### src/rtl/icache_if.sv
// Fetch-side and memory-controller-side signals of the instruction cache.
// The slave modport is the cache; the master modport is its environment.
interface icache_if;
  logic        proc2Icache_req;
  logic [31:0] proc2Icache_addr;
  logic [63:0] Icache2proc_data;
  logic        Icache2proc_valid;
  logic [1:0]  Icache2ctrl_command;
  logic [31:0] Icache2ctrl_addr;
  logic [3:0]  ctrl2Icache_response;
  logic [63:0] ctrl2Icache_data;
  logic [3:0]  ctrl2Icache_tag;

  modport slave (
    input  proc2Icache_req, proc2Icache_addr,
    input  ctrl2Icache_response, ctrl2Icache_data, ctrl2Icache_tag,
    output Icache2proc_data, Icache2proc_valid,
    output Icache2ctrl_command, Icache2ctrl_addr
  );

  modport master (
    output proc2Icache_req, proc2Icache_addr,
    output ctrl2Icache_response, ctrl2Icache_data, ctrl2Icache_tag,
    input  Icache2proc_data, Icache2proc_valid,
    input  Icache2ctrl_command, Icache2ctrl_addr
  );
endinterface

### src/rtl/icache.sv
// Direct-mapped, blocking instruction cache with one outstanding line miss.
// Hits are combinational; misses issue a tagged BUS_LOAD and fill on the matching tag.
module icache #(
  parameter int unsigned NUM_LINES  = 32,
  parameter int unsigned LINE_BYTES = 8
) (
  input  logic     clock,
  input  logic     reset_n,
  icache_if.slave  bus
);
  localparam int unsigned OFF_W  = $clog2(LINE_BYTES);
  localparam int unsigned IDX_W  = $clog2(NUM_LINES);
  localparam int unsigned TAG_W  = 32 - OFF_W - IDX_W;
  localparam int unsigned LINE_W = 32 - OFF_W;

  localparam logic [1:0] BUS_NONE = 2'd0;
  localparam logic [1:0] BUS_LOAD = 2'd1;

  typedef enum logic [1:0] {
    S_IDLE = 2'd0,
    S_REQ  = 2'd1,
    S_WAIT = 2'd2
  } state_e;

  state_e                 state_q;
  logic [NUM_LINES-1:0]   valid_q;
  logic [TAG_W-1:0]       tags_q [NUM_LINES];
  logic [63:0]            data_q [NUM_LINES];
  logic [LINE_W-1:0]      miss_line_q;
  logic [3:0]             pend_tag_q;
  logic [1:0]             cmd_q;
  logic [31:0]            bus_addr_q;

  logic [IDX_W-1:0]       idx_s;
  logic [TAG_W-1:0]       tag_s;
  logic [LINE_W-1:0]      line_s;
  logic [IDX_W-1:0]       fill_idx_s;
  logic [TAG_W-1:0]       fill_tag_s;
  logic                   hit_s;
  logic                   fill_s;
  logic                   unused_offset_s;

  assign line_s          = bus.proc2Icache_addr[31:OFF_W];
  assign idx_s           = line_s[IDX_W-1:0];
  assign tag_s           = line_s[LINE_W-1:IDX_W];
  assign fill_idx_s      = miss_line_q[IDX_W-1:0];
  assign fill_tag_s      = miss_line_q[LINE_W-1:IDX_W];
  assign unused_offset_s = ^bus.proc2Icache_addr[OFF_W-1:0];

  // Lookup and fill qualification; a fill is not forwarded to the same-cycle lookup.
  always_comb begin
    hit_s  = 1'b0;
    fill_s = 1'b0;
    if (bus.proc2Icache_req && valid_q[idx_s] && (tags_q[idx_s] == tag_s)) begin
      hit_s = 1'b1;
    end else begin
      hit_s = 1'b0;
    end
    if ((state_q == S_WAIT) && (bus.ctrl2Icache_tag != 4'd0) &&
        (bus.ctrl2Icache_tag == pend_tag_q)) begin
      fill_s = 1'b1;
    end else begin
      fill_s = 1'b0;
    end
  end

  assign bus.Icache2proc_valid   = hit_s;
  assign bus.Icache2proc_data    = hit_s ? data_q[idx_s] : 64'd0;
  assign bus.Icache2ctrl_command = cmd_q;
  assign bus.Icache2ctrl_addr    = bus_addr_q;

  // Miss FSM with registered bus outputs, plus the resettable valid bits.
  always_ff @(posedge clock or negedge reset_n) begin
    if (!reset_n) begin
      state_q     <= S_IDLE;
      valid_q     <= '0;
      miss_line_q <= '0;
      pend_tag_q  <= 4'd0;
      cmd_q       <= BUS_NONE;
      bus_addr_q  <= 32'd0;
    end else begin
      if (fill_s) begin
        valid_q[fill_idx_s] <= 1'b1;
      end
      case (state_q)
        S_IDLE: begin
          if (bus.proc2Icache_req && !hit_s) begin
            state_q     <= S_REQ;
            miss_line_q <= line_s;
            cmd_q       <= BUS_LOAD;
            bus_addr_q  <= {line_s, {OFF_W{1'b0}}};
          end
        end
        S_REQ: begin
          // A zero response is a rejection; keep reissuing the same load.
          if (bus.ctrl2Icache_response != 4'd0) begin
            state_q    <= S_WAIT;
            pend_tag_q <= bus.ctrl2Icache_response;
            cmd_q      <= BUS_NONE;
            bus_addr_q <= 32'd0;
          end
        end
        S_WAIT: begin
          if (fill_s) begin
            state_q <= S_IDLE;
          end
        end
        default: begin
          state_q    <= S_IDLE;
          cmd_q      <= BUS_NONE;
          bus_addr_q <= 32'd0;
        end
      endcase
    end
  end

  // Tag and data arrays are not reset; valid_q qualifies their contents.
  always_ff @(posedge clock) begin
    if (fill_s) begin
      tags_q[fill_idx_s] <= fill_tag_s;
      data_q[fill_idx_s] <= bus.ctrl2Icache_data;
    end
  end
endmodule

### src/flat_wrapper.sv
// flat-port wrapper written by rule: the top's interface ports become plain ports
module icache_flat 
#(
  parameter int unsigned NUM_LINES  = 32,
  parameter int unsigned LINE_BYTES = 8
)
  (clock, reset_n, bus_proc2Icache_req, bus_proc2Icache_addr, bus_ctrl2Icache_response, bus_ctrl2Icache_data, bus_ctrl2Icache_tag, bus_Icache2proc_data, bus_Icache2proc_valid, bus_Icache2ctrl_command, bus_Icache2ctrl_addr);
  icache_if bus_i ();
  input  logic clock;
  input  logic reset_n;
  input wire logic [$bits(bus_i.proc2Icache_req)-1:0] bus_proc2Icache_req;
  input wire logic [$bits(bus_i.proc2Icache_addr)-1:0] bus_proc2Icache_addr;
  input wire logic [$bits(bus_i.ctrl2Icache_response)-1:0] bus_ctrl2Icache_response;
  input wire logic [$bits(bus_i.ctrl2Icache_data)-1:0] bus_ctrl2Icache_data;
  input wire logic [$bits(bus_i.ctrl2Icache_tag)-1:0] bus_ctrl2Icache_tag;
  output wire logic [$bits(bus_i.Icache2proc_data)-1:0] bus_Icache2proc_data;
  output wire logic [$bits(bus_i.Icache2proc_valid)-1:0] bus_Icache2proc_valid;
  output wire logic [$bits(bus_i.Icache2ctrl_command)-1:0] bus_Icache2ctrl_command;
  output wire logic [$bits(bus_i.Icache2ctrl_addr)-1:0] bus_Icache2ctrl_addr;
  assign bus_i.proc2Icache_req = bus_proc2Icache_req;
  assign bus_i.proc2Icache_addr = bus_proc2Icache_addr;
  assign bus_i.ctrl2Icache_response = bus_ctrl2Icache_response;
  assign bus_i.ctrl2Icache_data = bus_ctrl2Icache_data;
  assign bus_i.ctrl2Icache_tag = bus_ctrl2Icache_tag;
  assign bus_Icache2proc_data = bus_i.Icache2proc_data;
  assign bus_Icache2proc_valid = bus_i.Icache2proc_valid;
  assign bus_Icache2ctrl_command = bus_i.Icache2ctrl_command;
  assign bus_Icache2ctrl_addr = bus_i.Icache2ctrl_addr;
  icache #(.NUM_LINES(NUM_LINES), .LINE_BYTES(LINE_BYTES)) u_core (.clock(clock), .reset_n(reset_n), .bus(bus_i));
endmodule
### config.mk
export PLATFORM = sky130hd
export DESIGN_NAME = icache_flat
export DESIGN_NICKNAME = d
export VERILOG_FILES = /design/src/rtl/icache_if.sv /design/src/rtl/icache.sv /design/src/flat_wrapper.sv
export SDC_FILE = /design/constraint.sdc
export NUM_CORES = 2
export LEC_CHECK = 0
export ABC_AREA = 1
export ABC_CLOCK_PERIOD_IN_PS = 5950
export CORE_ASPECT_RATIO = 1.4
export CORE_MARGIN = 8
export CORE_UTILIZATION = 35
export CTS_CLUSTER_SIZE = 30
export DETAILED_ROUTE_END_ITERATION = 10
export SLEW_MARGIN = 10
export SYNTH_ARGS = -nofsm -noshare
export SYNTH_HDL_FRONTEND = slang
export SYNTH_SLANG_ARGS = --single-unit
### constraint.sdc
create_clock -name clock -period 5.95 [get_ports clock]
set_clock_uncertainty 0.1 [all_clocks]
set_input_delay 1.19 -clock clock [delete_from_list [all_inputs] [get_ports clock]]
set_output_delay 1.19 -clock clock [all_outputs]
set_load 0.05 [all_outputs]
== After elaboration in Yosys (flattened, before gate mapping) ==
Memories as Yosys holds them, arrays and structs flattened.
Index checks and enable logic that the tools add are counted.

* $lt $le $gt $ge: 3
* Equal/unequal tests: 7
* Muxes and demuxes: 18
* Bitwise logic cells: 2
* Reductions and logical operators: 14

{| class="wikitable"
|+ Operators by type and width
! operator !! number
|-
| $pmux W32 S3 || 1
|-
| $mux W32 || 2
|-
| $mux W64 || 1
|-
| $or A32 B32 Y32 || 1
|-
| $eq A24 B24 Y1 || 1
|-
| $lt A5 B6 Y1 const B || 2
|-
| $pmux W2 S3 || 2
|-
| $mux W2 || 4
|-
| $reduce_bool A4 Y1 || 2
|-
| $logic_and A1 B1 Y1 || 6
|-
| $mux W1 || 6
|-
| $ne A2 B1 Y1 const B || 3
|-
| $reduce_and A3 Y1 || 2
|-
| $bmux W1 S5 || 1
|-
| $demux W1 S5 || 1
|-
| $ge A5 B1 Y1 const B || 1
|-
| $eq A4 B4 Y1 || 1
|-
| $reduce_and A2 Y1 || 2
|-
| $eq A2 B1 Y1 const B || 1
|-
| $eq A2 B2 Y1 const B || 1
|-
| $logic_not A2 Y1 || 1
|-
| $logic_not A1 Y1 || 1
|-
| $not A1 Y1 || 1
|}

* Register bits: 101
* Memory bits (writable): 2816
* Output and inout port bits: 99
* Word-level logic and storage cells: 52
* Memories: 2

{| class="wikitable"
|+ Memories
! name !! depth !! bits a word !! rd ports !! clocked after Yosys merged registers in !! write ports !! line !! text
|-
| u_core.data_q || 32 || 64 || 1 || 0 || 1 || icache.sv:28 || <nowiki>logic [63:0] data_q [NUM_LINES];</nowiki>
|-
| u_core.tags_q || 32 || 24 || 1 || 0 || 1 || icache.sv:27 || <nowiki>logic [TAG_W-1:0] tags_q [NUM_LINES];</nowiki>
|}

== Logic depth before layout (Yosys ltp) ==
* Depth after elaboration: 9
* Gate-level depth with buffers: 23

== Worst setup path after synthesis ==
OpenSTA, ideal clock, no wires.

* Path type: input to register
* From: input port bus_ctrl2Icache_tag[0]
* To: register u_core.valid_q[29]
* Library setup time: 0.088 ns
* Data arrival time: 6.073 ns
* Slack: -0.311 ns
* Cell stages on the path: 7
* Cells stage by stage: xor2_1 nor2_1 nand3_1 nor2_1 nand3_1 nor2_1 or2_2

* Word-level cells in the longest chain between the ends: 4
* Elaborated cells on any way between the ends: 5
* Those cells by class: eq/ne: 1; mux: 1; reduce/logical: 3

{| class="wikitable"
|+ Ends and longest elaborated chain
! element !! line !! text
|-
| start: declaration || flat_wrapper.sv:15 || <nowiki>input wire logic [$bits(bus_i.ctrl2Icache_tag)-1:0] bus_ctrl2Icache_tag;</nowiki>
|-
| $reduce_bool A4 Y1 || icache.sv:59 || <nowiki>if ((state_q == S_WAIT) && (bus.ctrl2Icache_tag != 4'd0) &&</nowiki>
|-
| $logic_and A1 B1 Y1 || icache.sv:59 ||
|-
| $logic_and A1 B1 Y1 * || icache.sv:59 ||
|-
| $mux W1 * || icache.sv:59 ||
|-
| end signal: assignment || icache.sv:76 || <nowiki>valid_q <= '0;</nowiki>
|-
| end signal: indexed assignment || icache.sv:83 || <nowiki>valid_q[fill_idx_s] <= 1'b1;</nowiki>
|-
| end: declaration || icache.sv:26 || <nowiki>logic [NUM_LINES-1:0] valid_q;</nowiki>
|}

Mark *: on every way between the ends. The rest lies on a longest branch, timed or not.
A chain may end at the register's enable or synchronous reset.

== Worst setup path in the final report ==
* From: input port bus_proc2Icache_addr[3]
* To: output port bus_Icache2proc_data[47]

* Word-level cells in the longest chain between the ends: 6
* Elaborated cells on any way between the ends: 9
* Those cells by class: eq/ne: 1; mux: 4; reduce/logical: 2; memory: 2

{| class="wikitable"
|+ Ends and longest elaborated chain
! element !! line !! text
|-
| start: declaration || flat_wrapper.sv:12 || <nowiki>input wire logic [$bits(bus_i.proc2Icache_addr)-1:0] bus_proc2Icache_addr;</nowiki>
|-
| branches (longest 5 deep; another with $mem_v2 Z32 W24) || - ||
|-
| $mux W64 * || icache.sv:68 || <nowiki>assign bus.Icache2proc_data = hit_s ? data_q[idx_s] : 64'd0;</nowiki>
|-
| end: declaration || flat_wrapper.sv:16 || <nowiki>output wire logic [$bits(bus_i.Icache2proc_data)-1:0] bus_Icache2proc_data;</nowiki>
|}

Mark *: on every way between the ends. The select of a mux whose other input is x is not followed.

==> flow_summary.toml <==
[cells_and_area]
drive_gt1_share_pct = 9.46
nets = 9146
syn_to_final_growth_pct = 15.6
utilization_pct = 40.5
fillers = 30300

[power_and_ir_drop]
p_sw_mw = 11.0
clock_power_share_pct = 38.7
p_int_mw = 34.5
seqPwrFrac_pct = 53.8
vdd_drop_max_uv = 268
p_per_area_nw_per_um2 = 340
p_leak_nw = 45.1
switching_share_pct = 24.2
pwr-share-comb_pct = 7.5

[floorplanning]
start_util_pct = 35.1
die_area_um2 = 350000
num_rows = 250
die_x_um = 502
die_height_um = 697
core_um2 = 330000
num_io_pins = 206

[route]
route.detailed.drc = 0
drt-pass1-iter-count = 7
wl_per_cell_um = 25.4
ant_nets = 0
vias = 76400
wl_um = 347000
drtIter0Drc = 8766
viasPerCell = 5.59

[critical_path]
cp_data_arrival_time_ns = 4.62
critPathBufInv = 6
cp_common_cell = "nand2_1"
crit_fanout = 49
required_ns = 4.66
r2r_cells = 7
worst_path_max_delay_cell = "nor4_1"
path_cells = "buf_8, buf_12, buf_12, nand2_1, nand3_1, nand3_1, nand2_1, nand2_1, nand2_1, o21ai_1, xnor2_1, nor4_1, nand3_4, buf_4, nor3_2, buf_4, buf_12"
endpoint_kind = "output port"
start_kind = "input pin"
r2r_slack_ns = 2.59
path_delay_family = "simple AND/OR/NAND/NOR gates"
slowest_delay_ns = 0.42
r2r-start = "u_core.state_q[1]$_DFFE_PN0P_"
critical_path_class = "input pin to output port"
r2r-end = "u_core.data_q[1][41]$_DFFE_PP_"

[clock_network]
clock_latency_ns = 0.88
cts_buffer_depth = 4
cts_setup_buffers = 0
h-tree-depth = 5
cts_num_sinks = 2913
cts_root_buf = "clkbuf_16"
clk_pin_slew_ns = 0.06
tritoncts = "yes"
cts_buffers = 291

[sta]
fin_crit_ns = 5.91
finalSetupViolCount = 0
tightest_slew_ns = 1.29
drv_slew = 0
finalCritPeriodShare_pct = 99.3
max_slew_margin_pct = 14.3
final.setup.tns_ns = 0
hold_viol = 0
fmax_mhz = 169

[yosys]
synth_common_cells = "2816 x edfxtp_1, 2397 x nand2_1, 1093 x a21oi_1"
synthArstFlopShare_pct = 3.33
synth_top_area_share_pct = 73.0
ys_seq_area_share_pct = 75.1
ys.flop_type = "edfxtp_1"
synth-seq-cells = 2913
avgSynthCellArea_um2 = 13.0
yosysMostFrequentCell = "edfxtp_1"
synth_warnings = 0
syn_inst = 8920
synth-edff-count = 2816
synthesis.area_um2 = 116000
synth_top_area_cell = "edfxtp_1"
synthTopCellsByArea = "edfxtp_1 73%, nand2_1 7.8%, a21oi_1 4.7%"
yosysUniqueCellTypes = 34

[placed_design]
gp_congestion = 0.800
port_buffers = 198
hpwl_um = 172000

[global_routing]
track_usage_pct = 18.9
antenna_found_initial = 18
grt_max_degree = 173
grt_pass1_wl_um = 499000
first_global_vias = 73700
grt_overflow = 0

[min_path]
min_path_type = "input pin to asynchronous set/reset pin"

[outcome]
outcome = "finished clean"

[job]
cap_violations = 0
layout make-up:
class / instances / area [um2] / share of cell area (%)
Antenna cell: 3 / 7.51 / 0.00561
Clock buffer: 376 / 7850 / 5.87
Clock inverter: 140 / 1120 / 0.839
Inverter: 45 / 215 / 0.161
Multi-Input combinational cell: 5318 / 26000 / 19.5
Sequential cell: 2913 / 87000 / 65.0
Tap cell: 4410 / 5520 / 4.12
Timing Repair Buffer: 470 / 6070 / 4.54
per-layer routing:
metal  track usage, %  wire length [um]  vias up
met3             3.25             30200      649
li1                 -                 -    33200
met2             31.2            165000     3650
met5                0                98        -
met4             5.78             10800       16
met1             25.7            141000    38900
kinds of logic (layout without fill, tap and decap cells):
family | Yosys count | in the layout | share of synthesized area (%)
multiplexers | 4 | 4 | 0.0389
buffers and inverters | 692 | 1031 | 2.66
flip-flops | 2913 | 2913 | 75.1
XOR/XNOR | 6 | 6 | 0.0454
AND/OR/NAND/NOR | 3518 | 3518 | 12.8
AO/OA/AOI/OAI | 1786 | 1786 | 9.35
other | 1 | 7 | 0.00324
through the flow:
step	cell area (um2)	setup WS (ns)	cells	power [mW]	hold WS, ns
finish	134000	0.0389	13700	45.5	0.130
global route	134000	-0.0216	13700	46.9	0.118
CTS	134000	0.0261	13700	45.7	0.0763
detailed placement	125000	-0.0313	13200	28.2	0.344
global placement	125000	0.0225	13200	28.1	0.335
floorplan	116000	-0.311	8923	26.5	0.324
power groups by stage:
stage / clock network (mW) / logic (mW) / registers (mW)
finish: 17.6 / 3.41 / 24.5
global route: 18.7 / 3.68 / 24.5
detailed placement: 0 / 3.38 / 24.9
CTS: 17.9 / 3.39 / 24.4
global placement: 0 / 3.32 / 24.8
floorplan: 0 / 1.72 / 24.7
placed cells by master, fill, tap and decap left out, types with 106 or more instances in the layout:
| master | Yosys | final |
|---|---|---|
| nand3_1 | 843 | 841 |
| a221oi_1 | 106 | 106 |
| buf_4 | 49 | 163 |
| nand2_1 | 2397 | 2397 |
| clkbuf_16 | 0 | 302 |
| a21oi_1 | 1093 | 1093 |
| edfxtp_1 | 2816 | 2816 |
| a22oi_1 | 270 | 270 |
| buf_12 | 0 | 172 |
| clkdlybuf4s50_1 | 0 | 127 |
| nor2_1 | 148 | 115 |
repair_timing:
item / CTS / global route
endpoints found under the setup margin: 2 / 9
cloned: 0 / 1
gates resized for setup: 1 / 6
hold buffers: 0 / 0
sequential cells by signal, indices dropped and copies added (netlist names):
signal	cells
u_core.data_q	2048
u_core.tags_q	768
u_core.valid_q	32
u_core.bus.Icache2ctrl_addr	29
u_core.miss_line_q	29
u_core.pend_tag_q	4
u_core.state_q	2
u_core.bus.Icache2ctrl_command	1
worst max path at each step:
stage	cells after the start	end	slack, ns	startpoint
final	17	bus_Icache2proc_data[47]	0.04	bus_proc2Icache_addr[3]
after global routing	18	bus_Icache2proc_data[47]	-0.02	bus_proc2Icache_addr[3]
after CTS	15	bus_Icache2proc_data[47]	0.03	bus_proc2Icache_addr[3]
after detailed placement	18	bus_Icache2proc_data[47]	-0.03	bus_proc2Icache_addr[3]
after global placement	18	bus_Icache2proc_data[47]	0.02	bus_proc2Icache_addr[3]
after floorplan	7	u_core.valid_q[29]$_DFFE_PN0P_	-0.31	bus_ctrl2Icache_tag[0]
No activity file was read; power rests on OpenSTA's default activity.
